[config.mk]
export PLATFORM = sky130hd
export DESIGN_NAME = pe_chain_ctrl
export DESIGN_NICKNAME = d
export VERILOG_FILES = /design/src/rtl/pe_chain_ctrl.sv
export SDC_FILE = /design/constraint.sdc
export NUM_CORES = 1
export LEC_CHECK = 0
export BUFFER_PORTS_ARGS = -buffer_cell sky130_fd_sc_hd__buf_2
export CORE_ASPECT_RATIO = 1.4
export CORE_MARGIN = 2
export CORE_UTILIZATION = 33
export DETAILED_ROUTE_END_ITERATION = 8
export SYNTH_ARGS = -nofsm -noshare
export SYNTH_HDL_FRONTEND = slang
export SYNTH_SLANG_ARGS = --single-unit
[constraint.sdc]
create_clock -name clk -period 2.9 [get_ports clk]
set_input_delay 0.58 -clock clk [delete_from_list [all_inputs] [get_ports clk]]
set_output_delay 0.58 -clock clk [all_outputs]
set_load 0.01 [all_outputs]
[src/rtl/pe_chain_ctrl.sv]
// pe_chain_ctrl: weight loader, pixel streamer and drain sequencer
// for a linear PE chain that shares one global pe_en.
module pe_chain_ctrl #(
    parameter int NUM_PE       = 3,
    parameter int DATA_WIDTH   = 8,
    parameter int WEIGHT_WIDTH = 1,
    parameter int PIPE_DEPTH   = 4,
    parameter int LEN_WIDTH    = 16
) (
    input  logic                           clk,
    input  logic                           rstn,
    input  logic                           start,
    input  logic                           reload_w,
    input  logic [LEN_WIDTH-1:0]           num_pixels,
    output logic                           busy,
    output logic                           done,
    input  logic                           w_valid,
    input  logic [WEIGHT_WIDTH-1:0]        w_data,
    output logic                           w_ready,
    input  logic                           in_valid,
    input  logic [DATA_WIDTH-1:0]          in_data,
    output logic                           in_ready,
    output logic                           pe_en,
    output logic [DATA_WIDTH-1:0]          pe_data,
    output logic [NUM_PE*WEIGHT_WIDTH-1:0] pe_weights,
    input  logic [DATA_WIDTH+WEIGHT_WIDTH:0] chain_result,
    output logic                           out_valid,
    output logic [DATA_WIDTH+WEIGHT_WIDTH:0] out_data,
    input  logic                           out_ready
);
    localparam int CW  = LEN_WIDTH + 1;
    localparam int WCW = (NUM_PE > 1) ? $clog2(NUM_PE) : 1;
    localparam logic [CW-1:0]  PD     = CW'(PIPE_DEPTH);
    localparam logic [WCW-1:0] W_LAST = WCW'(NUM_PE - 1);

    typedef enum logic [2:0] {IDLE, LOAD_W, RUN, DRAIN, DONE} state_t;

    state_t                         state_q, state_d;
    logic [CW-1:0]                  len_q, len_d;
    logic [CW-1:0]                  step_q, step_d;
    logic [WCW-1:0]                 w_cnt_q, w_cnt_d;
    logic [NUM_PE*WEIGHT_WIDTH-1:0] wts_q, wts_d;
    logic                           out_valid_q, out_valid_d;
    logic                           busy_q, busy_d;
    logic                           done_q, done_d;
    logic                           w_ready_q, w_ready_d;
    logic                           stall, adv, drain_end;

    assign stall     = out_valid_q && !out_ready;
    assign drain_end = (step_q == len_q + PD);

    always_comb begin
        adv      = 1'b0;
        in_ready = 1'b0;
        pe_data  = '0;
        unique case (state_q)
            RUN: begin
                in_ready = !stall;
                adv      = in_valid && !stall;
                pe_data  = in_data;
            end
            DRAIN:   adv = !stall && !drain_end;
            default: ;
        endcase
    end

    always_comb begin
        state_d = state_q;
        len_d   = len_q;
        step_d  = step_q;
        w_cnt_d = w_cnt_q;
        wts_d   = wts_q;
        if (adv) step_d = step_q + CW'(1);
        // a result is only real once the first pixel reached the tail
        if (adv && step_q >= PD) out_valid_d = 1'b1;
        else if (out_valid_q && out_ready) out_valid_d = 1'b0;
        else out_valid_d = out_valid_q;
        unique case (state_q)
            IDLE: if (start) begin
                len_d  = {1'b0, num_pixels};
                step_d = '0;
                if (num_pixels == '0) state_d = DONE;
                else if (reload_w)    state_d = LOAD_W;
                else                  state_d = RUN;
            end
            LOAD_W: if (w_valid) begin
                for (int i = 0; i < NUM_PE; i++)
                    if (w_cnt_q == WCW'(i))
                        wts_d[i*WEIGHT_WIDTH +: WEIGHT_WIDTH] = w_data;
                if (w_cnt_q == W_LAST) begin
                    w_cnt_d = '0;
                    state_d = RUN;
                end else begin
                    w_cnt_d = w_cnt_q + WCW'(1);
                end
            end
            RUN: if (adv && step_q == len_q - CW'(1)) state_d = DRAIN;
            DRAIN: if (drain_end && (!out_valid_q || out_ready))
                state_d = DONE;
            DONE:    state_d = IDLE;
            default: state_d = IDLE;
        endcase
        busy_d    = (state_d != IDLE);
        done_d    = (state_d == DONE);
        w_ready_d = (state_d == LOAD_W);
    end

    always_ff @(posedge clk) begin
        if (!rstn) begin
            state_q     <= IDLE;
            len_q       <= '0;
            step_q      <= '0;
            w_cnt_q     <= '0;
            wts_q       <= '0;
            out_valid_q <= 1'b0;
            busy_q      <= 1'b0;
            done_q      <= 1'b0;
            w_ready_q   <= 1'b0;
        end else begin
            state_q     <= state_d;
            len_q       <= len_d;
            step_q      <= step_d;
            w_cnt_q     <= w_cnt_d;
            wts_q       <= wts_d;
            out_valid_q <= out_valid_d;
            busy_q      <= busy_d;
            done_q      <= done_d;
            w_ready_q   <= w_ready_d;
        end
    end

    assign pe_en      = adv;
    assign pe_weights = wts_q;
    assign out_valid  = out_valid_q;
    assign out_data   = chain_result;
    assign busy       = busy_q;
    assign done       = done_q;
    assign w_ready    = w_ready_q;
endmodule
Yosys cells after proc, flatten, opt, wreduce, memory -nomap -nowiden:

Cells that the tools add are included.

* bits in registers: 45
* input port bits: 42
* output and inout bits: 27
* logic and storage cells: 64

* add/subtract/negate cells: 4
* order comparisons: 1
* eq/ne operators: 9
* multiplexer cells: 17
* reduce and logical (&&, ||, !) cells: 22

Operator list (count)
* two-way mux 17 bit: 3
* equality test 17 bit: 2
* two-way mux 3 bit: 6
* adder 16 x 3 -> 17 bit (second input constant): 1
* adder 17 x 1 -> 17 bit (second input constant): 1
* >= comparator 17 x 3 -> 1 bit (second input constant): 1
* subtractor 16 x 1 -> 17 bit (second input constant): 1
* logical NOT 16 bit: 1
* one-hot mux 3 bit (4 select lines): 1
* AND reduction 3 bit: 3
* two-way mux 8 bit: 1
* logical AND 1 bit: 7
* equality test 3 x 1 -> 1 bit (second input constant): 2
* equality test 3 x 2 -> 1 bit (second input constant): 2
* logical NOT 1 bit: 4
* two-way mux 2 bit: 2
* AND reduction 2 bit: 2
* equality test 3 bit (second input constant): 1
* logical NOT 3 bit: 1
* two-way mux 1 bit: 3
* nonzero test 3 bit: 1
* adder 2 x 1 -> 2 bit (second input constant): 1
* equality test 2 x 1 -> 1 bit (second input constant): 1
* equality test 2 bit (second input constant): 1
* other kinds (4): 4

Longest topological paths before layout:

Gate-level depths: netlist of run 1.

* depth in word-level cells: 9
* mapped depth: 13
* depth with buffers taken out: 10

Least setup slack after synthesis of run 1:

Ideal clock, no wire load.

* path type: register -> output
* start point: reg len_q[2]
* end point: out pe_en
* data arrival time: 2.233 ns
* required time: 2.320 ns
* slack: 0.087 ns
* stages on the path, launching flop included: 10
* buffers on the path: 1
* path through: dfxtp_1 ha_1 clkbuf_8 nand4_1 or4_4 a211o_1 nor4_4 nand4_1 nand2_1 inv_1

* longest elaborated chain between the ends: 5

Ends and longest elaborated chain
* start: declaration: line 39 `logic [CW-1:0] len_q, len_d;`
* start signal: assignment: line 121 `len_q <= len_d;`
* adder 16 x 3 -> 17 bit: line 50 `assign drain_end = (step_q == len_q + PD);`
* equality test 17 bit: line 50
* logical NOT 1 bit: line 62 `DRAIN: adv = !stall && !drain_end;`
* logical AND 1 bit: line 62
* one-hot mux 1 bit (2 select lines): line 56 `unique case (state_q)`
* end: declaration: line 23 `output logic pe_en,`

No other way between the ends.

Worst setup path in the final report of run 1:

* start point: reg len_q[3]
* end point: out pe_en

Same word-level chain as after synthesis.

==> results of run 1 <==
==> sequential cells by signal, indices dropped and copies added (netlist names) <==
signal      count
step_q         17
len_q          16
pe_weights      3
state_q         3
w_cnt_q         2
busy            1
done            1
out_valid       1
w_ready         1
==> critical path: cells and delay by family (launching register included) <==
| kind | cells | cell delay [ps] |
|---|---|---|
| flip-flops | 1 | 360 |
| buffers and inverters | 3 | 320 |
| AO/OA/AOI/OAI | 1 | 240 |
| AND/OR/NAND/NOR | 5 | 1150 |
==> power by group through the flow <==
stage                     Sequential (W)  Combinational [W]  Clock, W
after CTS                       0.000670           0.000466  0.000596
after detailed placement        0.000683           0.000443         0
after global placement          0.000682           0.000438         0
after floorplan                 0.000680           0.000314         0
after global routing            0.000676           0.000533  0.000619
final                           0.000673           0.000484  0.000581
==> timing repair <==
item                       in CTS  in global routing
buffers inserted                5                  1
setup endpoints to repair       1                  9
gates cloned                    0                  0
resized for setup              23                 16
pin swaps                       8                  2
==> final cells by class <==
type	instances	area (µm²)
well taps	138	172.7
clock buffers	5	125.1
multi-input cells	346	2366
repair buffers	99	656.9
clock inverters	3	22.52
flip-flops and latches	45	917.1
inverters	12	45.04
fillers	1038	6100
==> through the flow <==
| step | hold WS [ps] | cell area (µm²) | setup TNS (ps) | setup slack [ps] | total power (W) |
|---|---|---|---|---|---|
| after floorplan | 476.7 | 3526 | 0 | 86.90 | 0.0009942 |
| after global placement | 453.2 | 3940 | -5.987 | -5.987 | 0.001120 |
| after detailed placement | 485.0 | 3940 | 0 | 15.23 | 0.001127 |
| after CTS | 494.6 | 4215 | -30.38 | -30.38 | 0.001732 |
| after global routing | 515.0 | 4305 | -159.6 | -159.6 | 0.001828 |
| final | 483.3 | 4305 | -37.76 | -37.76 | 0.001738 |
==> worst max-delay path by stage <==
stage                 endpoint  cells past startpoint     start  slack (ps)
global route             pe_en                      9  len_q[3]        -160
floorplan                pe_en                      9  len_q[2]          90
CTS                      pe_en                      9  len_q[2]         -30
detailed placement  state_q[0]                     11  len_q[2]          20
finish                   pe_en                      9  len_q[3]         -40
global placement    state_q[0]                     11  len_q[2]          -6
==> per-layer routing <==
layer,vias up,GRT usage
met3,26,0.02969
met4,0,0.09893
met2,95,0.3146
met1,1660,0.2013
met5,-,0
li1,1745,-
==> cells by family (layout without fill, tap and decap cells) <==
| kind of cell | Yosys count | in the layout | share of synthesized area |
|---|---|---|---|
| AND/OR/NAND/NOR | 210 | 210 | 0.3353 |
| adder cells (fa/ha/maj) | 5 | 5 | 0.01774 |
| multiplexers | 6 | 6 | 0.01703 |
| AO/OA/AOI/OAI | 97 | 97 | 0.1930 |
| XOR/XNOR | 28 | 28 | 0.06955 |
| buffers and inverters | 59 | 119 | 0.1118 |
| flip-flops | 45 | 45 | 0.2555 |
==> placed cells by master (no fill, tap or decap), drive strengths merged, types with 12 or more instances in the layout <==
cell type,instances
a21boi,20
nand4,15
dfxtp,45
inv,12
buf,99
o31ai,15
xnor2,18
a21oi,21
nand3,28
nor3,12
nor4,16
or4,13
nor2,16
nand2,59
==> Flow_metrics.wiki, run 1 <==
{| class="wikitable"
! Metric !! Value
|-
| Outcome || finished with violations
|-
| Violations in the final reports || negative setup slack
|-
| Dpl cells || 634
|-
| Most repeated library cell on the critical path || sky130_fd_sc_hd__buf_6
|-
| Setup CP Type || reg2out
|-
| Relative max-transition margin || 0.5862
|-
| Routed length on met3 || 386 µm
|-
| Reg-to-reg critical path startpoint || len_q[3]
|-
| Maximum VDD drop || 0.2732 mV
|-
| Critical-path cell list || buf_6, nand2_4, or4_4, or2b_2, a211oi_2, nand4_1, nand2_1, inv_2, buf_6
|-
| Min-delay worst type || reg2reg
|-
| Global-route congestion overflow total || 0
|-
| Fraction of power consumed by combinational cells || 0.278
|-
| Count of input and output buffers || 48
|-
| Number of design rule violations left after detail routing || 0
|-
| Summed instance area of the synthesized netlist || 3526 µm²
|-
| Total count of hold-check failures in the final report || 0
|-
| Finish-stage setup viols || 1
|-
| Lkg Pwr || 1.620 nW
|-
| Share of power burned in the clock network || 0.334
|-
| Number of nets still failing antenna checks after routing || 0
|-
| Maximum net fanout on the critical path || 7
|-
| Share of the synthesized area in the top cell type || 0.2555
|-
| Fraction of power spent switching nets || 0.3203
|-
| Share of synthesized area occupied by flip-flops and latches || 0.2555
|-
| DR WL met2 || 5392 µm
|-
| Int Power || 0.001181 W
|-
| Critical path's slowest cell || sky130_fd_sc_hd__or4_4
|-
| TritonCTS Sinks || 45
|-
| Leading area contributor after synthesis || sky130_fd_sc_hd__dfxtp_1
|-
| Endpoint required time on the critical path || 2320 ps
|-
| Post-CTS Hold Fix Bufs || 0
|-
| Initial cell density of the core || 0.3389
|-
| Final setup skew || 3.882 ps
|-
| Hold Path Origin || pe_weights[1]
|-
| Ant diodes || 0
|-
| Non-filler cells in the finished layout || 648
|-
| Uppermost layer routed || met4
|-
| Async set or reset register ratio after synthesis || 0
|-
| PwrDens || 403.6 nW/µm²
|-
| Syn-to-layout area delta || 22.11%
|-
| Most numerous cell in the Yosys netlist || sky130_fd_sc_hd__nand2_1
|-
| H-tree depth reported by CTS || 2
|-
| Reg-to-reg endpoint || step_q[9]
|-
| Count of nets after finishing || 556
|-
| Post-route met1 wirelength || 3946 µm
|-
| Reg power frac || 0.387
|-
| Drt first-iter violations || 176
|-
| Worst EP arrival || 2360 ps
|-
| Routed wire per std cell || 15.59 µm
|-
| Y dimension of the die || 126.3 µm
|-
| Synthesis-stage register bit count || 45
|-
| Inserted Clock Buffers || 5
|-
| Routed wire length || 10,110 µm
|-
| I/O Pins || 69
|-
| Wire length of the first global-routing pass || 16,510 µm
|-
| All-Layer GR Usage || 0.1777
|-
| Synthesized Nets || 497
|-
| CTS tree || built
|-
| Final worst setup slack || -37.76 ps
|-
| FMAX || 340.4 MHz
|-
| Actual transition at the worst max-transition pin || 620.7 ps
|-
| Number of antenna violations at the first check in global routing || 0
|-
| Vias/cell || 5.441
|-
| Number of standard cells after synthesis || 450
|-
| Crit path capture type || primary output
|-
| Instance count along the most critical hold path || 2
|-
| Startpoint types || register
|-
| Ratio of cells with drive above 1 in the final layout || 0.3059
|-
| Number of synthesis warnings || 0
|-
| Most used flip-flop cell after synthesis || sky130_fd_sc_hd__dfxtp_1
|-
| Ratio of final minimum period to clock period || 1.013
|-
| Setup repair after global routing missed its margin || true
|-
| Clock tree buffer depth || 2
|-
| Largest net degree at the start of global routing || 29
|-
| Core box area || 10,410 µm²
|-
| Worst Reg-to-Reg Cells || 11
|-
| Clock slew seen by the registers of the worst setup and hold paths || 70 ps
|-
| Top cell types by occurrence after synthesis || sky130_fd_sc_hd__nand2_1, sky130_fd_sc_hd__dfxtp_1, sky130_fd_sc_hd__nand3_1, sky130_fd_sc_hd__a21boi_0, sky130_fd_sc_hd__a21oi_1
|-
| Synth cell types || 65
|-
| CTS Root Cell || sky130_fd_sc_hd__clkbuf_16
|-
| Top post-synthesis cells by area || sky130_fd_sc_hd__dfxtp_1, sky130_fd_sc_hd__nand2_1, sky130_fd_sc_hd__xnor2_1
|-
| Die area || 11,540 µm²
|-
| Final HPWL DP || 7769 µm
|-
| Insertion delay to the later sink of the worst-skew pair || 300 ps
|-
| Max-cap viol count || 0
|-
| Average cell area after synthesis || 7.835 µm²
|-
| Max stage delay on crit path || 430 ps
|-
| Net Sw Power || 0.0005566 W
|-
| Number of rows created at floorplan || 44
|-
| Final core occ || 0.4138
|-
| Number of vias in the routed layout || 3,526
|-
| Max Transition Viols Final || 0
|-
| Horizontal die dimension || 91.36 µm
|-
| Worst Hold Endpoint || pe_weights[1]
|-
| Drt first pass iters || 5
|-
| EDFF count, synth || 0
|-
| Clock period minus final worst setup slack || 2938 ps
|-
| Worst-case register-to-register setup slack || 130 ps
|-
| Weighted congestion reported at the end of routability-driven placement || 0.8842
|-
| Via count of the first global-routing pass || 3,419
|}
No activity file was read; power rests on OpenSTA's default activity.
==> run 2, diff against run 1 <==
--- a/config.mk
+++ b/config.mk
@@ -6,7 +6,6 @@
 export NUM_CORES = 1
 export LEC_CHECK = 0
 export BUFFER_PORTS_ARGS = -buffer_cell sky130_fd_sc_hd__buf_2
-export CORE_ASPECT_RATIO = 1.4
 export CORE_MARGIN = 2
 export CORE_UTILIZATION = 33
 export DETAILED_ROUTE_END_ITERATION = 8
==> run 2 against run 1 <==
Net effect:
- the run still ends with negative setup slack left
- core utilization up 1.2 points
- first-iteration DRC count up 62%
- power is 4.1% lower
- clock-buffer cell count unchanged
- critical path type is now reg2reg
- critical endpoint is now state_q[0]
- largest power group unchanged
==> Flow_metrics.wiki, run 2 (same netlist as run 1, synthesis figures left out) <==
{| class="wikitable"
! Metric !! Value
|-
| Outcome || finished with violations
|-
| Violations in the final reports || negative setup slack
|-
| Clock tree buffer depth || 2
|-
| Final worst setup slack || -104.8 ps
|-
| Max-cap viol count || 0
|-
| Worst EP arrival || 3240 ps
|-
| Ant diodes || 0
|-
| Core box area || 10,370 µm²
|-
| Number of nets still failing antenna checks after routing || 0
|-
| Clock period minus final worst setup slack || 3005 ps
|-
| Lkg Pwr || 1.651 nW
|-
| Setup repair after global routing missed its margin || true
|-
| Number of design rule violations left after detail routing || 0
|-
| Wire length of the first global-routing pass || 16,500 µm
|-
| Number of antenna violations at the first check in global routing || 0
|-
| Reg-to-reg endpoint || state_q[0]
|-
| Relative max-transition margin || 0.5780
|-
| Vias/cell || 5.377
|-
| Fill cells || 1,068
|-
| Syn-to-layout area delta || 25.12%
|-
| H-tree depth reported by CTS || 2
|-
| Ratio of final minimum period to clock period || 1.036
|-
| Clock slew seen by the registers of the worst setup and hold paths || 100 ps
|-
| Setup CP Type || reg2reg
|-
| Number of rows created at floorplan || 37
|-
| PwrDens || 377.7 nW/µm²
|-
| Insertion delay to the later sink of the worst-skew pair || 310 ps
|-
| Crit path capture type || register
|-
| Drt first-iter violations || 285
|-
| Maximum net fanout on the critical path || 6
|-
| Final HPWL DP || 7639 µm
|-
| Worst Reg-to-Reg Cells || 16
|-
| Most frequent standard cell in the layout excluding fill and tap cells || sky130_fd_sc_hd__buf_4
|-
| Registers with the most flip-flops || step_q (17), len_q (16)
|-
| Inserted Clock Buffers || 5
|-
| Kind of cell adding the most delay to the critical path || buffers and inverters
|-
| Drt first pass iters || 5
|-
| CTS tree || built
|-
| Number of cells on the critical path || 16
|-
| TritonCTS Sinks || 45
|-
| Top library cells by usage in the layout, fill and taps aside || sky130_fd_sc_hd__buf_4, sky130_fd_sc_hd__nand2_1, sky130_fd_sc_hd__buf_2, sky130_fd_sc_hd__dfxtp_1, sky130_fd_sc_hd__nand3_1
|-
| Count of input and output buffers || 48
|-
| Final setup skew || 10.07 ps
|-
| CTS Root Cell || sky130_fd_sc_hd__clkbuf_8
|-
| Post-CTS Hold Fix Bufs || 0
|-
| Maximum VDD drop || 0.1857 mV
|-
| Routed wire per std cell || 15.71 µm
|-
| Reg-to-reg critical path startpoint || len_q[7]
|-
| Number of flip-flops under the largest register name || 17
|-
| Total power of the final layout || 0.001666 W
|-
| Endpoint required time on the critical path || 3130 ps
|-
| Critical Path Sink || state_q[0]
|-
| Initial cell density of the core || 0.3400
|-
| FMAX || 332.8 MHz
|-
| Non-filler cells in the finished layout || 658
|-
| Count of buffer and inverter cells on the critical path || 9
|-
| Weighted congestion reported at the end of routability-driven placement || 0.9143
|-
| Routed wire length || 10,340 µm
|-
| Max Transition Viols Final || 0
|-
| Die area || 11,530 µm²
|-
| Y dimension of the die || 107.4 µm
|-
| Critical-path cell list || nand4_4, buf_6, or4_4, a31oi_4, nor4_4, nand4_1, nand2_2, buf_4, buf_4, buf_4, buf_4, buf_4, buf_4, buf_4, buf_4, o31ai_2
|-
| Min-delay worst type || reg2reg
|-
| Startpoint types || register
|-
| Worst-case register-to-register setup slack || -100 ps
|-
| Ratio of cells with drive above 1 in the final layout || 0.3314
|-
| Dpl cells || 631
|-
| Critical path launch point || len_q[7]
|-
| Most repeated library cell on the critical path || sky130_fd_sc_hd__buf_4
|-
| I/O Pins || 69
|-
| Global-route congestion overflow total || 0
|-
| Largest net degree at the start of global routing || 29
|-
| Max stage delay on crit path || 520 ps
|-
| Number of vias in the routed layout || 3,538
|-
| Via count of the first global-routing pass || 3,288
|-
| Horizontal die dimension || 107.4 µm
|-
| Register bank with the most flops || step_q
|-
| Critical path's slowest cell || sky130_fd_sc_hd__or4_4
|-
| Count of nets after finishing || 568
|-
| All-Layer GR Usage || 0.1804
|-
| Actual transition at the worst max-transition pin || 633.0 ps
|-
| Total count of hold-check failures in the final report || 0
|-
| Finish-stage setup viols || 2
|}
run 2: cell types whose count changed in the layout (fill, tap and decap cells not counted), sizes merged:
cell,change
clkinv,-2
clkinvlp,+1
bufinv,+1
buf,+12
run 2: routing by layer:
layer  up-vias  part of all wire  GRT usage
li1       1770                 -          -
met1      1658              0.46     0.2497
met2        91              0.46     0.2821
met3        19             0.052    0.02663
met4         0             0.023    0.06960
met5         -                 0          0
run 2: tightest hold or removal path, stage by stage (launching register included):
cell	delay, ps
sky130_fd_sc_hd__dfxtp_1	320
sky130_fd_sc_hd__nand2_1	40
sky130_fd_sc_hd__a21boi_0	60
run 2: worst min path at each step:
stage,startpoint,end,cells after the start
2_1_floorplan,step_q[15],step_q[15],2
3_3_place_gp,pe_weights[1],pe_weights[1],2
3_5_place_dp,pe_weights[1],pe_weights[1],2
4_1_cts,pe_weights[1],pe_weights[1],2
5_1_grt,pe_weights[1],pe_weights[1],2
6_report,pe_weights[1],pe_weights[1],2
run 2: timing repair:
item,in CTS,in global routing
pin swaps,8,12
gates resized for setup,19,33
setup buffers,15,4
gates cloned,0,0
setup endpoints to repair,1,14
run 2: final cells by class:
class	count	area [µm²]	area share
inverters	12	47.55	0.01078
repair buffers	111	747.0	0.1693
well taps	136	170.2	0.03857
multi-input cells	346	2407	0.5457
clock inverters	3	46.29	0.01049
flip-flops and latches	45	924.6	0.2096
clock buffers	5	68.82	0.01560
run 2: per-stage QoR:
| stage | instance area [µm²] | hold slack, ps | util | TNS, ps | setup slack (ps) |
|---|---|---|---|---|---|
| final | 4412 | 463.7 | 0.4254 | -199.9 | -104.8 |
| after global routing | 4412 | 518.1 | 0.4254 | -871.5 | -196.7 |
| after CTS | 4218 | 468.4 | 0.4067 | -257.5 | -159.2 |
| after detailed placement | 3930 | 454.1 | 0.3790 | -44.85 | -44.85 |
| after global placement | 3930 | 449.6 | 0.3790 | 0 | 58.08 |
| after floorplan | 3526 | 476.7 | - | 0 | 86.90 |
run 2: report_power, final:
| group | switching (W) | leakage, nW | internal [W] | total [W] |
|---|---|---|---|---|
| combinational | 0.000276 | 1.23 | 0.000220 | 0.000496 |
| sequential | 0.0000262 | 0.371 | 0.000645 | 0.000671 |
| clock | 0.000241 | 0.0543 | 0.000258 | 0.000499 |
| total | 0.000544 | 1.65 | 0.00112 | 0.00167 |
